File: src/rtl/xa_bf_dir_seq.sv
// Beam-sweep sequencer: one calculator start per beam, a single outstanding
// calculation with timeout, and a valid/ready result handoff downstream.
module xa_bf_dir_seq #(
    parameter int P_TIMEOUT  = 63,
    parameter int P_BEAM_MAX = 512
) (
    input  logic        i_arst,
    input  logic        i_clk156m,
    input  logic        i_frm_start,
    input  logic [9:0]  i_beam_num,
    input  logic [31:0] i_beam_phi,
    input  logic [31:0] i_snd_spd,
    output logic        o_calc_start,
    output logic [9:0]  o_calc_beam_idx,
    output logic [31:0] o_calc_beam_phi,
    output logic [31:0] o_calc_snd_spd,
    input  logic        i_calc_done,
    input  logic [31:0] i_calc_x,
    input  logic [31:0] i_calc_y,
    input  logic [31:0] i_calc_z,
    output logic        o_dir_valid,
    input  logic        i_dir_ready,
    output logic [9:0]  o_dir_beam_idx,
    output logic [31:0] o_dir_x,
    output logic [31:0] o_dir_y,
    output logic [31:0] o_dir_z,
    output logic        o_busy,
    output logic        o_frm_done,
    output logic [1:0]  o_err
);

    localparam int CW = $clog2(P_TIMEOUT + 1);
    localparam logic [CW-1:0] C_TO_LAST = CW'(P_TIMEOUT - 1);
    localparam logic [9:0] C_MAX = 10'(P_BEAM_MAX);

    typedef enum logic [2:0] {
        S_IDLE,
        S_ISSUE,
        S_WAIT,
        S_OUT,
        S_DONE
    } state_t;

    state_t r_state;
    state_t w_next;

    logic [CW-1:0] r_cnt;
    logic [9:0]    r_num;
    logic [9:0]    r_idx;
    logic [31:0]   r_phi;
    logic [31:0]   r_snd;
    logic [9:0]    r_dir_idx;
    logic [31:0]   r_dir_x;
    logic [31:0]   r_dir_y;
    logic [31:0]   r_dir_z;
    logic [1:0]    r_err;

    logic [9:0] w_num;
    logic       w_timeout;
    logic       w_last;
    logic       w_accept;

    assign w_num     = (i_beam_num > C_MAX) ? C_MAX : i_beam_num;
    assign w_last    = (r_idx == r_num - 10'd1);
    assign w_accept  = (r_state == S_OUT) && i_dir_ready;
    // a done arriving in the timeout cycle still counts as success
    assign w_timeout = (r_state == S_WAIT) && !i_calc_done &&
                       (r_cnt == C_TO_LAST);

    always_ff @(posedge i_clk156m or posedge i_arst) begin
        if (i_arst) begin
            r_state <= S_IDLE;
        end else begin
            r_state <= w_next;
        end
    end

    always_comb begin
        w_next = r_state;
        unique case (r_state)
            S_IDLE: begin
                if (i_frm_start) begin
                    w_next = (w_num == 10'd0) ? S_DONE : S_ISSUE;
                end
            end
            S_ISSUE: w_next = S_WAIT;
            S_WAIT: begin
                if (i_calc_done) begin
                    w_next = S_OUT;
                end else if (w_timeout) begin
                    w_next = S_DONE;
                end
            end
            S_OUT: begin
                if (i_dir_ready) begin
                    w_next = w_last ? S_DONE : S_ISSUE;
                end
            end
            S_DONE: w_next = S_IDLE;
            default: w_next = S_IDLE;
        endcase
    end

    always_comb begin
        o_calc_start = (r_state == S_ISSUE);
        o_dir_valid  = (r_state == S_OUT);
        o_busy       = (r_state != S_IDLE);
        o_frm_done   = (r_state == S_DONE);
    end

    always_ff @(posedge i_clk156m or posedge i_arst) begin
        if (i_arst) begin
            r_cnt     <= '0;
            r_num     <= '0;
            r_idx     <= '0;
            r_phi     <= '0;
            r_snd     <= '0;
            r_dir_idx <= '0;
            r_dir_x   <= '0;
            r_dir_y   <= '0;
            r_dir_z   <= '0;
            r_err     <= '0;
        end else begin
            if (i_frm_start) begin
                if (r_state == S_IDLE) begin
                    r_phi <= i_beam_phi;
                    r_snd <= i_snd_spd;
                    r_num <= w_num;
                    r_err <= '0;
                    if (w_num != 10'd0) begin
                        r_idx <= '0;
                    end
                end else begin
                    r_err[1] <= 1'b1;
                end
            end
            if (r_state == S_ISSUE) begin
                r_cnt <= '0;
            end
            if (r_state == S_WAIT) begin
                r_cnt <= r_cnt + 1'b1;
                if (i_calc_done) begin
                    r_dir_idx <= r_idx;
                    r_dir_x   <= i_calc_x;
                    r_dir_y   <= i_calc_y;
                    r_dir_z   <= i_calc_z;
                end
            end
            if (w_timeout) begin
                r_err[0] <= 1'b1;
            end
            if (w_accept && !w_last) begin
                r_idx <= r_idx + 10'd1;
            end
        end
    end

    assign o_calc_beam_idx = r_idx;
    assign o_calc_beam_phi = r_phi;
    assign o_calc_snd_spd  = r_snd;
    assign o_dir_beam_idx  = r_dir_idx;
    assign o_dir_x         = r_dir_x;
    assign o_dir_y         = r_dir_y;
    assign o_dir_z         = r_dir_z;
    assign o_err           = r_err;

endmodule

File: config.mk
export PLATFORM = sky130hd
export DESIGN_NAME = xa_bf_dir_seq
export DESIGN_NICKNAME = d
export VERILOG_FILES = /design/src/rtl/xa_bf_dir_seq.sv
export SDC_FILE = /design/constraint.sdc
export NUM_CORES = 1
export LEC_CHECK = 0
export ABC_AREA = 1
export CORE_MARGIN = 1.5
export CORE_UTILIZATION = 43
export CTS_CLUSTER_SIZE = 24
export DETAILED_ROUTE_END_ITERATION = 10
export GPL_TIMING_DRIVEN = 0
export PLACE_DENSITY = 0.81
export SLEW_MARGIN = 5
export SYNTH_ARGS = -nofsm -noshare
export SYNTH_HDL_FRONTEND = slang
export SYNTH_SLANG_ARGS = --single-unit
File: constraint.sdc
create_clock -name i_clk156m -period 7.7 [get_ports i_clk156m]
set_clock_uncertainty 0.05 [all_clocks]
set_input_delay 1.54 -clock i_clk156m [delete_from_list [all_inputs] [get_ports i_clk156m]]
set_output_delay 1.54 -clock i_clk156m [all_outputs]
set_load 0.01 [all_outputs]
==> After elaboration in Yosys (flattened, before gate mapping) <==
Index checks and enable logic that the tools add are counted.
{ "op_classes": {"n_addsub": 3, "order_cmp": 1, "n_eq_ne": 9, "mux": 18, "n_reduce_logical": 21} }
{ "op_table": {"columns": ["cell", "count"], "rows": [
  ["$mux W10", 5],
  ["$mux W3", 6],
  ["$mux W6", 2],
  ["$pmux W3 S4", 1],
  ["$reduce_bool A2 Y1", 6],
  ["$add A10 B1 Y10 const B", 1],
  ["$eq A10 B10 Y1", 1],
  ["$gt A10 B10 Y1 const B", 1],
  ["$logic_not A10 Y1", 1],
  ["$reduce_bool A10 Y1", 1],
  ["$sub A10 B1 Y10 const B", 1],
  ["$add A6 B1 Y6 const B", 1],
  ["$eq A3 B2 Y1 const B", 2],
  ["$eq A6 B6 Y1 const B", 1],
  ["$reduce_and A2 Y1", 3],
  ["$reduce_and A3 Y1", 2],
  ["$logic_and A1 B1 Y1", 4],
  ["$mux W1", 4],
  ["$eq A3 B1 Y1 const B", 1],
  ["$eq A3 B3 Y1 const B", 1],
  ["$logic_not A3 Y1", 1],
  ["$ne A3 B3 Y1 const B", 1],
  ["$reduce_bool A3 Y1", 1],
  ["$logic_not A1 Y1", 2],
  ["2 further kinds", 2]
]} }
{ "word_totals": {"register_bits": 201, "inputBits": 175, "output_inout_bits": 186, "elab_cells": 64} }

==> Logic depth before layout (Yosys ltp) <==
{ "logic_depth": {"depth_word": 7, "mapped_depth": 15, "mapped_depth_nobuf": 14} }

==> Worst setup path before layout <==
No wires, ideal clock.
{ "synth_timing": {"path_kind": "input -> register", "from": "in i_beam_num[3]", "to": "reg r_state[0]", "arrival_time_ns": 2.385, "t_required_ns": 7.512, "slack_ns": 5.127, "cell_stages": 7, "cell_sequence": "nor2_1 nand3_1 nor4_1 nand2_1 nand3_1 clkbuf_1 nand3_1"} }
{ "synth_between": {"elab_chain_len": 6} }
{ "synth_lines": {"columns": ["item", "line", "rtl"], "rows": [
  ["start, declared", "10", "input logic [9:0] i_beam_num,"],
  ["$gt A10 B10 Y1", "63", "assign w_num = (i_beam_num > C_MAX) ? C_MAX : i_beam_num;"],
  ["$mux W10 *", "63", null],
  ["$logic_not A10 Y1 *", "83", "w_next = (w_num == 10'd0) ? S_DONE : S_ISSUE;"],
  ["$mux W3 *", "83", null],
  ["$mux W3 *", "82", "if (i_frm_start) begin"],
  ["$pmux W3 S4 *", "80", "unique case (r_state)"],
  ["end signal, assigned", "74", "r_state <= w_next;"],
  ["end, declared", "44", "state_t r_state;"]
]} }
Mark *: on every way between the ends. The rest lies on a longest branch, timed or not. The select of a mux whose other input is x is not followed.
A chain may end at the register's enable or synchronous reset.

==> Final worst setup path <==
{ "layout_timing": {"from": "reg r_state[2]", "to": "out o_frm_done"} }
{ "layout_between": {"elab_chain_len": 1} }
{ "layout_lines": {"columns": ["item", "line", "rtl"], "rows": [
  ["$eq A3 B3 Y1", "108", "o_frm_done = (r_state == S_DONE);"],
  ["end, declared", "28", "output logic o_frm_done,"]
]} }
No other way between the ends.

==> flow_metrics.env <==
export IMPL_synth_top_family_by_area="simple AND/OR/NAND/NOR gates"
export IMPL_num_vias=6953
export IMPL_drc_errors=0
export IMPL_timing_final_crit_share_pct=45.54
export IMPL_rows=50
export IMPL_r2r_setup_slack_ns=5.70
export IMPL_fin_nets=1353
export IMPL_pwr_share_clk_pct=20.7
export IMPL_max_freq_mhz=285.2
export IMPL_wl_per_cell_um=16.97
export IMPL_critPathLaunchType="register"
export IMPL_worst_path_buf_inv=2
export IMPL_cts_inserted_buffers=22
export IMPL_worstPathRequired_ns=6.11
export IMPL_power_frac_comb_pct=45.2
export IMPL_yosysMostFrequentCell="nand2_1"
export IMPL_dr_pass1_iters=4
export IMPL_ys_seq_area_share_pct=60.25
export IMPL_worst_ir_drop_vdd_mv=0.2584
export IMPL_synth_area_leaders="dfrtp_1, nand2_1, mux2_2"
export IMPL_tightest_slew_ns=0.7488
export IMPL_layout_min_cycle_time_ns=3.506
export IMPL_die_w_um=142.3
export IMPL_initial_core_util_pct=44.19
export IMPL_rsz0062_at_grt="no"
export IMPL_io_pins=361
export IMPL_grt_ovfl_total=0
export IMPL_p_switching_uw=1741
export IMPL_area_growth_pct=56.32
export IMPL_pwr_density_cell_nw_per_um2=402.0
export IMPL_hold_class="register to register"
export IMPL_syn_instance_count=789
export IMPL_setup_viol=0
export IMPL_seqPwrFrac_pct=34.1
export IMPL_timing_critical_path_cells="inv_1 -> nor3_1 -> clkdlybuf4s50_1"
export IMPL_syn_area_per_cell_um2=10.58
export IMPL_clock_sinks=201
export IMPL_gp_congestion=0.8506
export IMPL_relSlewSlack_pct=50.08
export IMPL_grt_pass1_wl_um=38050
export IMPL_drv_slew=0
export IMPL_cts_tree="built"
export IMPL_cp_end_kind="output pin"
export IMPL_synth_compound_area_share_pct=2.818
export IMPL_clockBufferDepth=3
export IMPL_netSwitchingFraction_pct=33.19
export IMPL_dominantRegCellSynth="dfrtp_1"
export IMPL_maxCapViolCount=0
export IMPL_crit_arrival_ns=1.92
export IMPL_drt_wl_total_um=24500
export IMPL_via_per_inst=4.815
export IMPL_hold_violations=0
export IMPL_synth_top_area_share_pct=60.25
export IMPL_synth_area_um2=8348
export IMPL_intPower_uw=3505
export IMPL_dp_final_hpwl_um=18440
export IMPL_worstSetupPathType="register to output pin"
export IMPL_synthMuxAreaShare_pct=13.80
export IMPL_drt_initial_drc_count=228
export IMPL_core_area_um2=18890
export IMPL_cts_hold_buf=0
export IMPL_ff2ff_path_depth=12
export IMPL_antenna_left=0
export IMPL_synth_top_cells_by_count="nand2_1, dfrtp_1, mux2_2, inv_1, nand3_1"
export IMPL_r2r_end="o_calc_beam_idx[9]"
export IMPL_die_y_um=142.3
export IMPL_outcome="completed"
export IMPL_final_fill_count=1416
export IMPL_grt_pass1_vias=7234
export IMPL_min_from="o_calc_beam_phi[25]"
export IMPL_min_to="o_calc_beam_phi[25]"
export IMPL_min_path_cells=2
export IMPL_synthSimpleGateAreaFrac_pct=17.73
export IMPL_crit_fanout=4
export IMPL_clk_latency_ns=0.50
export IMPL_cts_resized_gates=0
export IMPL_r2r_start="r_num[0]"
export IMPL_async_reset_ff_share_pct=100.0
export IMPL_syn_nets=968
export IMPL_critPathTopFamily="buffers and inverters"
export IMPL_power_leakage_uw=0.006047
export IMPL_place_area_um2=12310
export IMPL_yosysWarnings=0
export IMPL_gr_usage_all_layers_pct=24.06
export IMPL_antenna_found_initial=0
export IMPL_diodes=0
export IMPL_synthAdderAreaFrac_pct=0.5995
export IMPL_synth_xor_area_share_pct=0.4197
export IMPL_post_cts_buffers=0
export IMPL_clk_transition_reported_paths_ns=0.06
export IMPL_htreeDepth=1
export IMPL_finalInstanceArea_um2=13050
export IMPL_synth_cell_types=34
export IMPL_critPathMaxStageDelay_ns=0.64
export IMPL_die_area_um2=20260
export IMPL_portBuffers=360
export IMPL_yosysTopAreaCell="dfrtp_1"
export IMPL_synth_seq_cells=201
export IMPL_synth_edf_count=0
export IMPL_layout_drive_gt1_share_pct=14.44
export IMPL_grt_max_degree=111
export IMPL_total_power_uw=5247
export IMPL_crit_slowest_cell="clkdlybuf4s50_1"
export IMPL_root_buffer="clkbuf_16"
-- power groups by stage --
stage	registers, µW	clock network, µW	logic (µW)
after floorplan	1980	0	933
after detailed placement	1800	0	2390
final	1790	1090	2370
after global placement	1770	0	2340
after CTS	1790	1110	2400
after global routing	1840	1150	2580
-- layout by cell type (no fill, tap or decap), types with 4 or more instances in the layout --
cell type	synthesis	layout
mux2_2	77	77
buf_6	4	4
clkdlybuf4s50_1	0	360
nand4_1	8	8
buf_2	19	19
nand2_2	4	4
o22ai_1	9	9
mux2_4	19	19
dfrtp_1	201	201
inv_1	49	48
o21ai_0	19	19
nor3_1	6	6
nand2_1	269	269
clkbuf_16	0	23
nor2_1	27	27
xor2_1	4	4
ha_1	4	4
clkbuf_1	7	8
a21oi_1	6	6
nand3_1	32	32
-- layout make-up --
cell class	count	area, µm²	share of cell area [%]
Sequential cell	201	5030	38.54
Timing Repair Buffer	361	3631	27.82
Multi-Input combinational cell	505	2953	22.63
Clock buffer	27	620.6	4.756
Tap cell	260	325.3	2.493
Inverter	52	202.7	1.553
Buffer	31	170.2	1.304
Clock inverter	7	117.6	0.9012
-- routing by layer --
layer  vias up  part of all wire (%)  track usage (%)
met5         -                     0                0
met4         0                   3.6            8.464
met3        60                   9.4            7.369
met2       296                    50            42.70
met1      3283                    37            27.48
li1       3314                     -                -
-- sequential cells by signal (all words and copies together) (netlist names), 3 cells and up --
name	flops
o_dir_beam_idx	10
r_state	3
r_cnt	6
r_num	10
o_calc_beam_phi	32
o_dir_z	32
o_calc_snd_spd	32
o_dir_x	32
o_calc_beam_idx	10
o_dir_y	32
-- cell families after synthesis --
logic type | Yosys count
compound gates | 41
xor+xnor | 4
fa+ha+maj | 4
buf+inv | 83
flops | 201
mux | 96
simple gates | 360
-- worst max path at each step --
stage	cells past startpoint	from	slack [ns]	endpoint
2_1_floorplan	1	i_arst	0.63	o_calc_beam_idx[0]
3_3_place_gp	2	i_arst	-2.07	o_calc_beam_idx[0]
3_5_place_dp	9	i_beam_num[3]	4.31	o_calc_beam_idx[1]
4_1_cts	3	r_state[2]	4.20	o_frm_done
5_1_grt	3	r_state[2]	4.14	o_frm_done
6_report	3	r_state[2]	4.19	o_frm_done
-- worst register-to-register path: cells and delay by family (launching register included) --
family	cells	cell delay, ns
buffers and inverters	2	0.34
flip-flops	1	0.37
adder cells (fa/ha/maj)	1	0.20
AO/OA/AOI/OAI	2	0.24
AND/OR/NAND/NOR	7	0.70
-- per-stage QoR --
step | hold WS (ns) | std cells | util [%] | TNS, ns | worst slack [ns]
final | 0.4178 | 1444 | 69.07 | 0 | 4.194
after global routing | 0.4426 | 1444 | 69.07 | 0 | 4.143
after CTS | 0.4226 | 1444 | 69.07 | 0 | 4.195
after detailed placement | 0.4076 | 1410 | 65.17 | 0 | 4.314
after global placement | 0.4032 | 1409 | 64.98 | -412.39 | -2.069
after floorplan | 0.4119 | 789 | - | 0 | 0.6276
Note: power is estimated with default switching activity, not from simulation.
